### src/rtl/simon_game_ctrl_if.sv
// rtl/simon_game_ctrl_if.sv - sequencer <-> player-input block handshake bundle
//   seq          : latched 9-tile sequence (tile i = {seq[2i], seq[2i+1]})
//   seq_counter  : tile index the player block compares against
//   playerEN     : key capture enable
//   checkEN      : one-cycle compare strobe
//   player_input : player block reports a captured key
//   check        : player block reports the captured tile matched
interface simon_game_ctrl_if;
    logic [17:0] seq;
    logic [3:0]  seq_counter;
    logic        playerEN;
    logic        checkEN;
    logic        player_input;
    logic        check;

    modport master (
        output seq, seq_counter, playerEN, checkEN,
        input  player_input, check
    );

    modport slave (
        input  seq, seq_counter, playerEN, checkEN,
        output player_input, check
    );
endinterface

### src/rtl/simon_game_ctrl.sv
// rtl/simon_game_ctrl.sv - memory-tile game sequencer: playback, player turns, rounds
//   clk, resetn      : clock, asynchronous active-low reset
//   start            : level; begins a game in IDLE/WIN/LOSE
//   keys_n           : raw active-low keys, used only to wait for all-released
//   pbus (master)    : seq/seq_counter/playerEN/checkEN out, player_input/check in
//   show_tile/valid  : tile being lit during playback
//   round            : current round (0 in IDLE)
//   win / lose       : game outcome, held until the next start
module simon_game_ctrl #(
    parameter int unsigned SHOW_CYCLES = 25000000,
    parameter int unsigned GAP_CYCLES  = 12500000,
    parameter int unsigned MAX_ROUND   = 9,
    parameter logic [17:0] LFSR_SEED   = 18'h2A5C3
) (
    input  logic                      clk,
    input  logic                      resetn,
    input  logic                      start,
    input  logic [3:0]                keys_n,
    simon_game_ctrl_if.master         pbus,
    output logic [1:0]                show_tile,
    output logic                      show_valid,
    output logic [3:0]                round,
    output logic                      win,
    output logic                      lose
);
    typedef enum logic [3:0] {
        S_IDLE, S_SHOW_ON, S_SHOW_OFF, S_PAUSE, S_RELEASE,
        S_WAIT_INPUT, S_CHECK, S_EVAL, S_WIN, S_LOSE
    } state_t;

    localparam int unsigned T_MAX = (SHOW_CYCLES > GAP_CYCLES) ? SHOW_CYCLES : GAP_CYCLES;
    localparam int          TW    = $clog2(T_MAX) + 1;
    localparam logic [TW-1:0] SHOW_LAST = TW'(SHOW_CYCLES - 1);
    localparam logic [TW-1:0] GAP_LAST  = TW'(GAP_CYCLES - 1);
    localparam logic [TW-1:0] T_ONE     = TW'(1);
    localparam logic [3:0]    MAX_R     = 4'(MAX_ROUND);

    state_t      state;
    logic [17:0] lfsr;
    logic [TW-1:0] timer;
    logic [3:0]  last_idx;

    // Index of the final tile of the current round.
    assign last_idx = round - 4'd1;

    function automatic logic [1:0] tile_of(input logic [17:0] s, input logic [3:0] idx);
        logic [4:0] b;
        b = {idx, 1'b0};
        return {s[b], s[b + 5'd1]};
    endfunction

    always_ff @(posedge clk or negedge resetn) begin
        if (!resetn) begin
            state            <= S_IDLE;
            lfsr             <= LFSR_SEED;
            timer            <= '0;
            pbus.seq         <= '0;
            pbus.seq_counter <= '0;
            pbus.playerEN    <= 1'b0;
            pbus.checkEN     <= 1'b0;
            show_tile        <= '0;
            show_valid       <= 1'b0;
            round            <= '0;
            win              <= 1'b0;
            lose             <= 1'b0;
        end else begin
            // Free-running so the latched sequence depends on when start arrives.
            lfsr <= {lfsr[16:0], lfsr[17] ^ lfsr[10]};

            case (state)
                S_IDLE, S_WIN, S_LOSE: begin
                    if (start) begin
                        pbus.seq         <= lfsr;
                        pbus.seq_counter <= '0;
                        round            <= 4'd1;
                        timer            <= '0;
                        win              <= 1'b0;
                        lose             <= 1'b0;
                        // Tile 0 comes from the value being latched this edge.
                        show_tile        <= tile_of(lfsr, 4'd0);
                        show_valid       <= 1'b1;
                        state            <= S_SHOW_ON;
                    end
                end
                S_SHOW_ON: begin
                    if (timer == SHOW_LAST) begin
                        timer      <= '0;
                        show_valid <= 1'b0;
                        state      <= S_SHOW_OFF;
                    end else begin
                        timer <= timer + T_ONE;
                    end
                end
                S_SHOW_OFF: begin
                    if (timer == GAP_LAST) begin
                        timer <= '0;
                        if (pbus.seq_counter == last_idx) begin
                            pbus.seq_counter <= '0;
                            state            <= S_RELEASE;
                        end else begin
                            pbus.seq_counter <= pbus.seq_counter + 4'd1;
                            show_tile        <= tile_of(pbus.seq, pbus.seq_counter + 4'd1);
                            show_valid       <= 1'b1;
                            state            <= S_SHOW_ON;
                        end
                    end else begin
                        timer <= timer + T_ONE;
                    end
                end
                // Dark pause between a completed round and the next playback.
                S_PAUSE: begin
                    if (timer == GAP_LAST) begin
                        timer      <= '0;
                        show_tile  <= tile_of(pbus.seq, 4'd0);
                        show_valid <= 1'b1;
                        state      <= S_SHOW_ON;
                    end else begin
                        timer <= timer + T_ONE;
                    end
                end
                // Holding a key through this state must not count as a new press.
                S_RELEASE: begin
                    if (keys_n == 4'hF) begin
                        pbus.playerEN <= 1'b1;
                        state         <= S_WAIT_INPUT;
                    end
                end
                S_WAIT_INPUT: begin
                    if (pbus.player_input) begin
                        pbus.playerEN <= 1'b0;
                        pbus.checkEN  <= 1'b1;
                        state         <= S_CHECK;
                    end
                end
                S_CHECK: begin
                    pbus.checkEN <= 1'b0;
                    state        <= S_EVAL;
                end
                S_EVAL: begin
                    if (!pbus.check) begin
                        lose  <= 1'b1;
                        state <= S_LOSE;
                    end else if (pbus.seq_counter != last_idx) begin
                        pbus.seq_counter <= pbus.seq_counter + 4'd1;
                        state            <= S_RELEASE;
                    end else if (round == MAX_R) begin
                        win   <= 1'b1;
                        state <= S_WIN;
                    end else begin
                        round            <= round + 4'd1;
                        pbus.seq_counter <= '0;
                        timer            <= '0;
                        state            <= S_PAUSE;
                    end
                end
                default: state <= S_IDLE;
            endcase
        end
    end
endmodule

### src/flat_wrapper.sv
// flat-port wrapper written by rule: the top's interface ports become plain ports
module simon_game_ctrl_flat 
#(
    parameter int unsigned SHOW_CYCLES = 25000000,
    parameter int unsigned GAP_CYCLES  = 12500000,
    parameter int unsigned MAX_ROUND   = 9,
    parameter logic [17:0] LFSR_SEED   = 18'h2A5C3
)
  (clk, resetn, start, keys_n, show_tile, show_valid, round, win, lose, pbus_seq, pbus_seq_counter, pbus_playerEN, pbus_checkEN, pbus_player_input, pbus_check);
  simon_game_ctrl_if pbus_i ();
  input  logic clk;
  input  logic resetn;
  input  logic start;
  input  logic [3:0] keys_n;
  output logic [1:0] show_tile;
  output logic show_valid;
  output logic [3:0] round;
  output logic win;
  output logic lose;
  output wire logic [$bits(pbus_i.seq)-1:0] pbus_seq;
  output wire logic [$bits(pbus_i.seq_counter)-1:0] pbus_seq_counter;
  output wire logic [$bits(pbus_i.playerEN)-1:0] pbus_playerEN;
  output wire logic [$bits(pbus_i.checkEN)-1:0] pbus_checkEN;
  input wire logic [$bits(pbus_i.player_input)-1:0] pbus_player_input;
  input wire logic [$bits(pbus_i.check)-1:0] pbus_check;
  assign pbus_seq = pbus_i.seq;
  assign pbus_seq_counter = pbus_i.seq_counter;
  assign pbus_playerEN = pbus_i.playerEN;
  assign pbus_checkEN = pbus_i.checkEN;
  assign pbus_i.player_input = pbus_player_input;
  assign pbus_i.check = pbus_check;
  simon_game_ctrl #(.SHOW_CYCLES(SHOW_CYCLES), .GAP_CYCLES(GAP_CYCLES), .MAX_ROUND(MAX_ROUND), .LFSR_SEED(LFSR_SEED)) u_core (.clk(clk), .resetn(resetn), .start(start), .keys_n(keys_n), .pbus(pbus_i), .show_tile(show_tile), .show_valid(show_valid), .round(round), .win(win), .lose(lose));
endmodule
### config.mk
export PLATFORM = sky130hd
export DESIGN_NAME = simon_game_ctrl_flat
export DESIGN_NICKNAME = d
export VERILOG_FILES = /design/src/rtl/simon_game_ctrl_if.sv /design/src/rtl/simon_game_ctrl.sv /design/src/flat_wrapper.sv
export SDC_FILE = /design/constraint.sdc
export NUM_CORES = 1
export LEC_CHECK = 0
export CAP_MARGIN = 20
export CORE_MARGIN = 5
export CORE_UTILIZATION = 59
export CTS_BUF_LIST = sky130_fd_sc_hd__clkbuf_2
export CTS_CLUSTER_DIAMETER = 100
export DETAILED_ROUTE_END_ITERATION = 8
export PLACE_DENSITY = 0.9
export SETUP_SLACK_MARGIN = 0.02
export SYNTH_ARGS = -nofsm -noshare
export SYNTH_HDL_FRONTEND = slang
export SYNTH_SLANG_ARGS = --single-unit
export TNS_END_PERCENT = 5
### constraint.sdc
create_clock -name clk -period 3.1 [get_ports clk]
set_input_delay 0.465 -clock clk [delete_from_list [all_inputs] [get_ports clk]]
set_output_delay 0.465 -clock clk [all_outputs]
set_load 0.02 [all_outputs]
* Word-level counts from Yosys, hierarchy flattened
Index checks and enable logic that the tools add are counted.
** Storage, ports and cells
- Register bits after elaboration :: 81
- Input bits :: 9
- Output and inout port bits :: 33
- Logic and storage cells :: 125
** Cells by class
- Add/sub/neg operators :: 5
- $lt $le $gt $ge :: 2
- Equal/unequal tests :: 28
- Multiplexer cells :: 56
- Bitwise logic cells :: 1
- Reduce and logical (&&, ||, !) cells :: 21
** Operators by type and width (count)
- $mux W26 :: 6
- $pmux W26 S4 :: 1
- $mux W4 :: 18
- $pmux W4 S8 :: 1
- $add A26 B1 Y26 const B :: 1
- $eq A26 B24 Y1 const B :: 1
- $eq A26 B25 Y1 const B :: 1
- $reduce_and A5 Y1 :: 5
- $eq A4 B3 Y1 const B :: 4
- $eq A4 B4 Y1 const B :: 4
- $mux W1 :: 15
- $ne A2 B2 Y1 const B :: 7
- $lt A5 B6 Y1 const B :: 2
- $pmux W4 S3 :: 1
- $reduce_and A6 Y1 :: 2
- $ne A2 B1 Y1 const B :: 5
- $add A4 B1 Y4 const B :: 2
- $eq A4 B2 Y1 const B :: 2
- $mux W2 :: 4
- $pmux W1 S2 :: 4
- $pmux W4 S2 :: 1
- $reduce_bool A4 Y1 :: 2
- $pmux W2 S3 :: 1
- $reduce_and A3 Y1 :: 2
- other kinds (17) :: 21

* Longest topological paths before layout
- Word-level depth :: 7
- Gate-level depth with buffers :: 10
- Gate-level depth less buffers :: 8

* Least setup slack after synthesis
OpenSTA, ideal clock, no wires.
- Path type :: flip-flop to flip-flop
- Start :: reg u_core.pbus.seq_counter[1]
- End :: reg u_core.show_tile[0]
- Setup time :: 125 ps
- Arrival :: 2332 ps
- Required time :: 2975 ps
- Setup slack :: 644 ps
- Cell stages (with the launch flop) :: 8
- Buffers on the path :: 1
- Period minus slack after synthesis :: 2456 ps
- Cell sequence :: dfrtp_1 ha_1 clkbuf_1 mux4_2 mux2_2 a221oi_1 nor2_1 mux2_2
** Between the ends
- Cells in the longest elaborated chain, start to end :: 7
- Elaborated cells on any way between the ends :: 10
- Those cells by class :: add/sub: 2; eq/ne: 2; mux: 5; reduce/logical: 1
** Ends and longest elaborated chain
- from (decl) :: RTL line simon_game_ctrl_if.sv:17 : output seq, seq_counter, playerEN, checkEN,
- from (signal assigned) :: RTL line simon_game_ctrl.sv:101 : pbus.seq_counter <= pbus.seq_counter + 4'd1;
- from (signal assigned) :: RTL line simon_game_ctrl.sv:144 : pbus.seq_counter <= pbus.seq_counter + 4'd1;
- $add A4 B1 Y4 :: RTL line simon_game_ctrl.sv:102 : show_tile <= tile_of(pbus.seq, pbus.seq_counter + 4'd1);
- $add A5 B1 Y5 :: RTL line simon_game_ctrl.sv:49 : return {s[b], s[b + 5'd1]};
- $bmux W1 S5 :: RTL line simon_game_ctrl.sv:49
- $mux W1 (implied by the code) :: RTL line simon_game_ctrl.sv:49
- $mux W2 :: RTL line simon_game_ctrl.sv:97 : if (pbus.seq_counter == last_idx) begin
- $mux W2 :: RTL line simon_game_ctrl.sv:95 : if (timer == GAP_LAST) begin
- $pmux W2 S3 :: RTL line simon_game_ctrl.sv:70 : case (state)
- to (signal assigned) :: RTL line simon_game_ctrl.sv:80 : show_tile <= tile_of(lfsr, 4'd0);
- to (signal assigned) :: RTL line simon_game_ctrl.sv:102
- to (signal assigned) :: RTL line simon_game_ctrl.sv:114 : show_tile <= tile_of(pbus.seq, 4'd0);
- to (decl) :: RTL line simon_game_ctrl.sv:20 : output logic [1:0] show_tile,
Parallel ways exist; a longest one is shown, timed or not. The select of a mux whose other input is x is not followed.
A chain may end at the register's enable or synchronous reset.

* Worst setup path after layout
- Start :: reg u_core.pbus.seq_counter[0]
- End :: reg u_core.show_tile[1]
** Between the ends
- Cells in the longest elaborated chain, start to end :: 6
- Elaborated cells on any way between the ends :: 9
- Those cells by class :: add/sub: 1; eq/ne: 2; mux: 5; reduce/logical: 1
** Ends and longest elaborated chain (RTL line)
- $add A4 B1 Y4 :: simon_game_ctrl.sv:102
- $bmux W1 S4 :: simon_game_ctrl.sv:49
- $mux W1 (implied by the code) :: simon_game_ctrl.sv:49
- $mux W2 :: simon_game_ctrl.sv:97
- $mux W2 :: simon_game_ctrl.sv:95
- $pmux W2 S3 :: simon_game_ctrl.sv:70
Parallel ways exist; a longest one is shown, timed or not. The select of a mux whose other input is x is not followed.

==> results by group <==
STA
  • Max-slew violation count: 0
  • Final Setup Violations: 0
  • Final Hold Viols: 0
  • Unrepaired setup endpoints after global routing: false
  • Slew margin rel.: 63.2%
  • Minimum clock period: around 2700 ps
  • Layout Skew: 21.0 ps
  • WHS: about 370 ps
  • Setup_tns: 0 ps
  • Peak Freq: 0.374 GHz
  • Measured slew at the worst slew-check pin: roughly 550 ps
  • Final worst-path cycle share: a little under nine tenths

Power and ir drop
  • Tot Pwr: approximately 3.7 mW
  • Peak VDD IR: between 0.5 and 0.6 mV
  • Pwr Density: slightly below 800 mW/mm^2
  • Leak: 2.14 nW

Worst setup path
  • Critical path buffer and inverter count: 0
  • CP max FO: 11
  • Setup crit end kind: register
  • FF-to-FF path depth: 6
  • Crit-path cells: ha_1 > mux4_2 > mux2_2 > a221oi_1 > nor2_1 > mux2_2
  • Largest stage delay, worst path: 590 ps
  • Most frequent CP cell: mux2_2
  • Worst R2R Setup Slack: between 400 and 500 ps
  • Crit Reg-Reg Endpoint: u_core.show_tile[1]$_DFFE_PN0P_
  • Crit Path Category: register to register
  • CP Data Required Time: 3530 ps
  • CP top delay family: multiplexers
  • Critical path arrival: slightly above 3000 ps
  • Critical path startpoint: u_core.pbus.seq_counter[0]$_DFFE_PN0P_
  • Slowest cell on the critical path: dfrtp_1
  • Critical Path Source Type: register
  • Reg-to-reg startpoint: u_core.pbus.seq_counter[0]$_DFFE_PN0P_

GRT
  • Gr busiest metal: met2
  • All-Layer GR Usage: around a quarter
  • First-pass GRT wire length: 16.3 mm
  • Largest net degree at the start of global routing: 82
  • Met1 usage: 29.8%
  • Met2 global-route usage: roughly 40%
  • Vias in the first global route: around 3400
  • Met3 usage: 5.47%
  • Initial antenna violation count: 0
  • Total grt overflow: 0

Layout
  • Share of cells above drive strength 1: between 10% and 20%
  • Commonest non-fill, non-tap cells in the layout: nand2_1 (93), dfrtp_1 (72), clkdlybuf4s50_1 (40)
  • Commonest non-fill, non-tap cell in the layout: nand2_1
  • Final #Nets: ~500
  • Final instance area: ~0.0048 mm^2
  • FILL cells: a little under 500
  • Syn-to-layout area delta: 16.0%
  • Final antenna diode count: 0

Yosys
  • Largest area contributor in the synthesized netlist: dfrtp_1
  • Post-synth EDFFs: 0
  • Synth Register Bits: slightly above 80
  • Warning count from the yosys run: 0
  • Synth top area cells: dfrtp_1 (44%), nand2_1 (8.5%), dfstp_2 (5.7%), nand3_1 (3.0%), o21ai_0 (2.7%)
  • Primary FF master, synth: dfrtp_1
  • Post-synth top area share: between 40% and 50%
  • Sequential area share after synthesis: between 40 and 50%
  • Syn Nets: ~440
  • Syn Area/Cell: 9.62 um^2
  • Mapped Cells: approximately 430
  • Ys async rst share: 100%
  • Mapped cell area: 0.00413 mm^2
  • Synth unique cells: between 60 and 70

Detailed routing
  • DRT Pass-1 Iters: 7
  • Drt drc: 0
  • Vias: between 3000 and 4000
  • Drt total wl: just under 10 mm
  • DR vias/cell: 6.15
  • Starting DRC count in detailed routing: about 290
  • ANT nets after route: 0
  • Avg WL per Cell: between 15 and 20 um

Clock tree
  • CTS tree: yes
  • Htree depth: 3
  • Clk slew on worst S/H paths: between 200 and 250 ps
  • Max Buffers Root-to-Sink: 2
  • Worst-Skew Late Latency: ~530 ps
  • CTS Root Cell: clkbuf_2
  • Num CTS Buffers: 9
  • Post-CTS Resized: 0
  • Clk sinks: 81

Status
  • Status: completed

Die
  • Initial Utilization: between 60 and 70%
  • I/O pin cnt: 42
  • Num rows: 30
  • Die ar.: about 0.0088 mm^2
  • Core area: roughly 0.0068 mm^2
  • Die Ht: about 94 um
  • Die width: 93.6 um

Placed design
  • Post-DP HPWL: around 6.8 mm
  • Buffers on Ports: slightly above 40
  • GPL Wtd Cong: 0.860
  • Dpl cell area: between 0.004 and 0.005 mm^2

Hold path
  • Min-Delay Path Class: input port to async pin

Run
  • Max-cap violations: 0
## report_power, final
group	switching [mW]	leakage, nW	internal, mW
clock network	0.371	0.0684	0.197
logic	1.09	0.999	0.739
registers	0.176	1.07	1.18
total	1.63	2.14	2.11
## cells by family (layout without fill, tap and decap cells)
group,count (synthesis),in the layout,share of synthesized area (%)
and+or+nand+nor,203,203,24.0
AOI/OAI and AO/OA,84,84,14.8
DFF,81,81,49.4
buffers and inverters,36,84,4.00
xor gates and xnor gates,10,10,2.49
muxes,10,10,3.76
adders and majority gates,5,5,1.52
## routing by layer
layer	vias up	part of all wire (%)
met5	-	0
met4	0	2.4
met3	29	6.6
met2	148	50
met1	1723	41
li1	1622	-
## sequential cells by signal (all words and copies together) (netlist names)
register and cells:
u_core.win 1, u_core.lfsr 18, u_core.show_valid 1, u_core.state 4, u_core.pbus.seq_counter 4, u_core.timer 26
u_core.pbus.checkEN 1, u_core.pbus.playerEN 1, u_core.round 4, u_core.show_tile 2, u_core.pbus.seq 18, u_core.lose 1
## worst register-to-register path, cell delays in order (launching register included)
cell and delay, ps:
dfrtp_1 590, ha_1 550, mux4_2 560, mux2_2 290, a221oi_1 270, nor2_1 60, mux2_2 260
## cells in the mapped netlist, drive strengths merged, types with 3 or more instances
cell type / n
buf: 11
or3: 11
a21oi: 7
dfstp: 9
and3: 3
nor3b: 4
clkbuf: 13
o31ai: 7
o41ai: 3
nand3: 25
and4: 3
mux4: 4
a221oi: 3
dfrtp: 72
nor2: 26
nand4: 7
a2bb2oi: 5
nand2: 93
a21o: 5
a22o: 4
xnor2: 4
nor3: 10
ha: 5
inv: 12
mux2: 4
o21ai: 23
nor2b: 4
xor2: 5
a31oi: 7
## timing repair
action / CTS / global route
hold endpoints to repair: 0 / 26
hold buffers: 0 / 1
buffers inserted: 0 / 0
## through the flow
step	setup WS (ps)	util [%]	instances
global placement	329	68.1	554
floorplan	644	-	429
global route	322	70.5	573
detailed placement	451	68.3	555
CTS	426	69.9	571
finish	428	70.5	573
## how the worst max path moves through the flow
| stage | endpoint | slack (ps) | depth (start not counted) |
|---|---|---|---|
| global route | u_core.show_tile[1]$_DFFE_PN0P_ | 320 | 6 |
| floorplan | u_core.show_tile[0]$_DFFE_PN0P_ | 640 | 7 |
| global placement | u_core.timer[13]$_DFFE_PN0P_ | 330 | 8 |
| CTS | u_core.show_tile[1]$_DFFE_PN0P_ | 430 | 6 |
| finish | u_core.show_tile[1]$_DFFE_PN0P_ | 430 | 6 |
| detailed placement | u_core.show_tile[0]$_DFFE_PN0P_ | 450 | 6 |
## layout make-up
type | count | area (um^2) | area share, %
repair buffers | 56 | 547 | 11.4
clock inverters | 4 | 53.8 | 1.12
well taps | 96 | 120 | 2.51
flip-flops and latches | 81 | 2040 | 42.6
multi-input cells | 312 | 1920 | 40.2
clock buffers | 12 | 60.1 | 1.25
inverters | 12 | 45.0 | 0.941
Power figures use the tool's default switching activity.
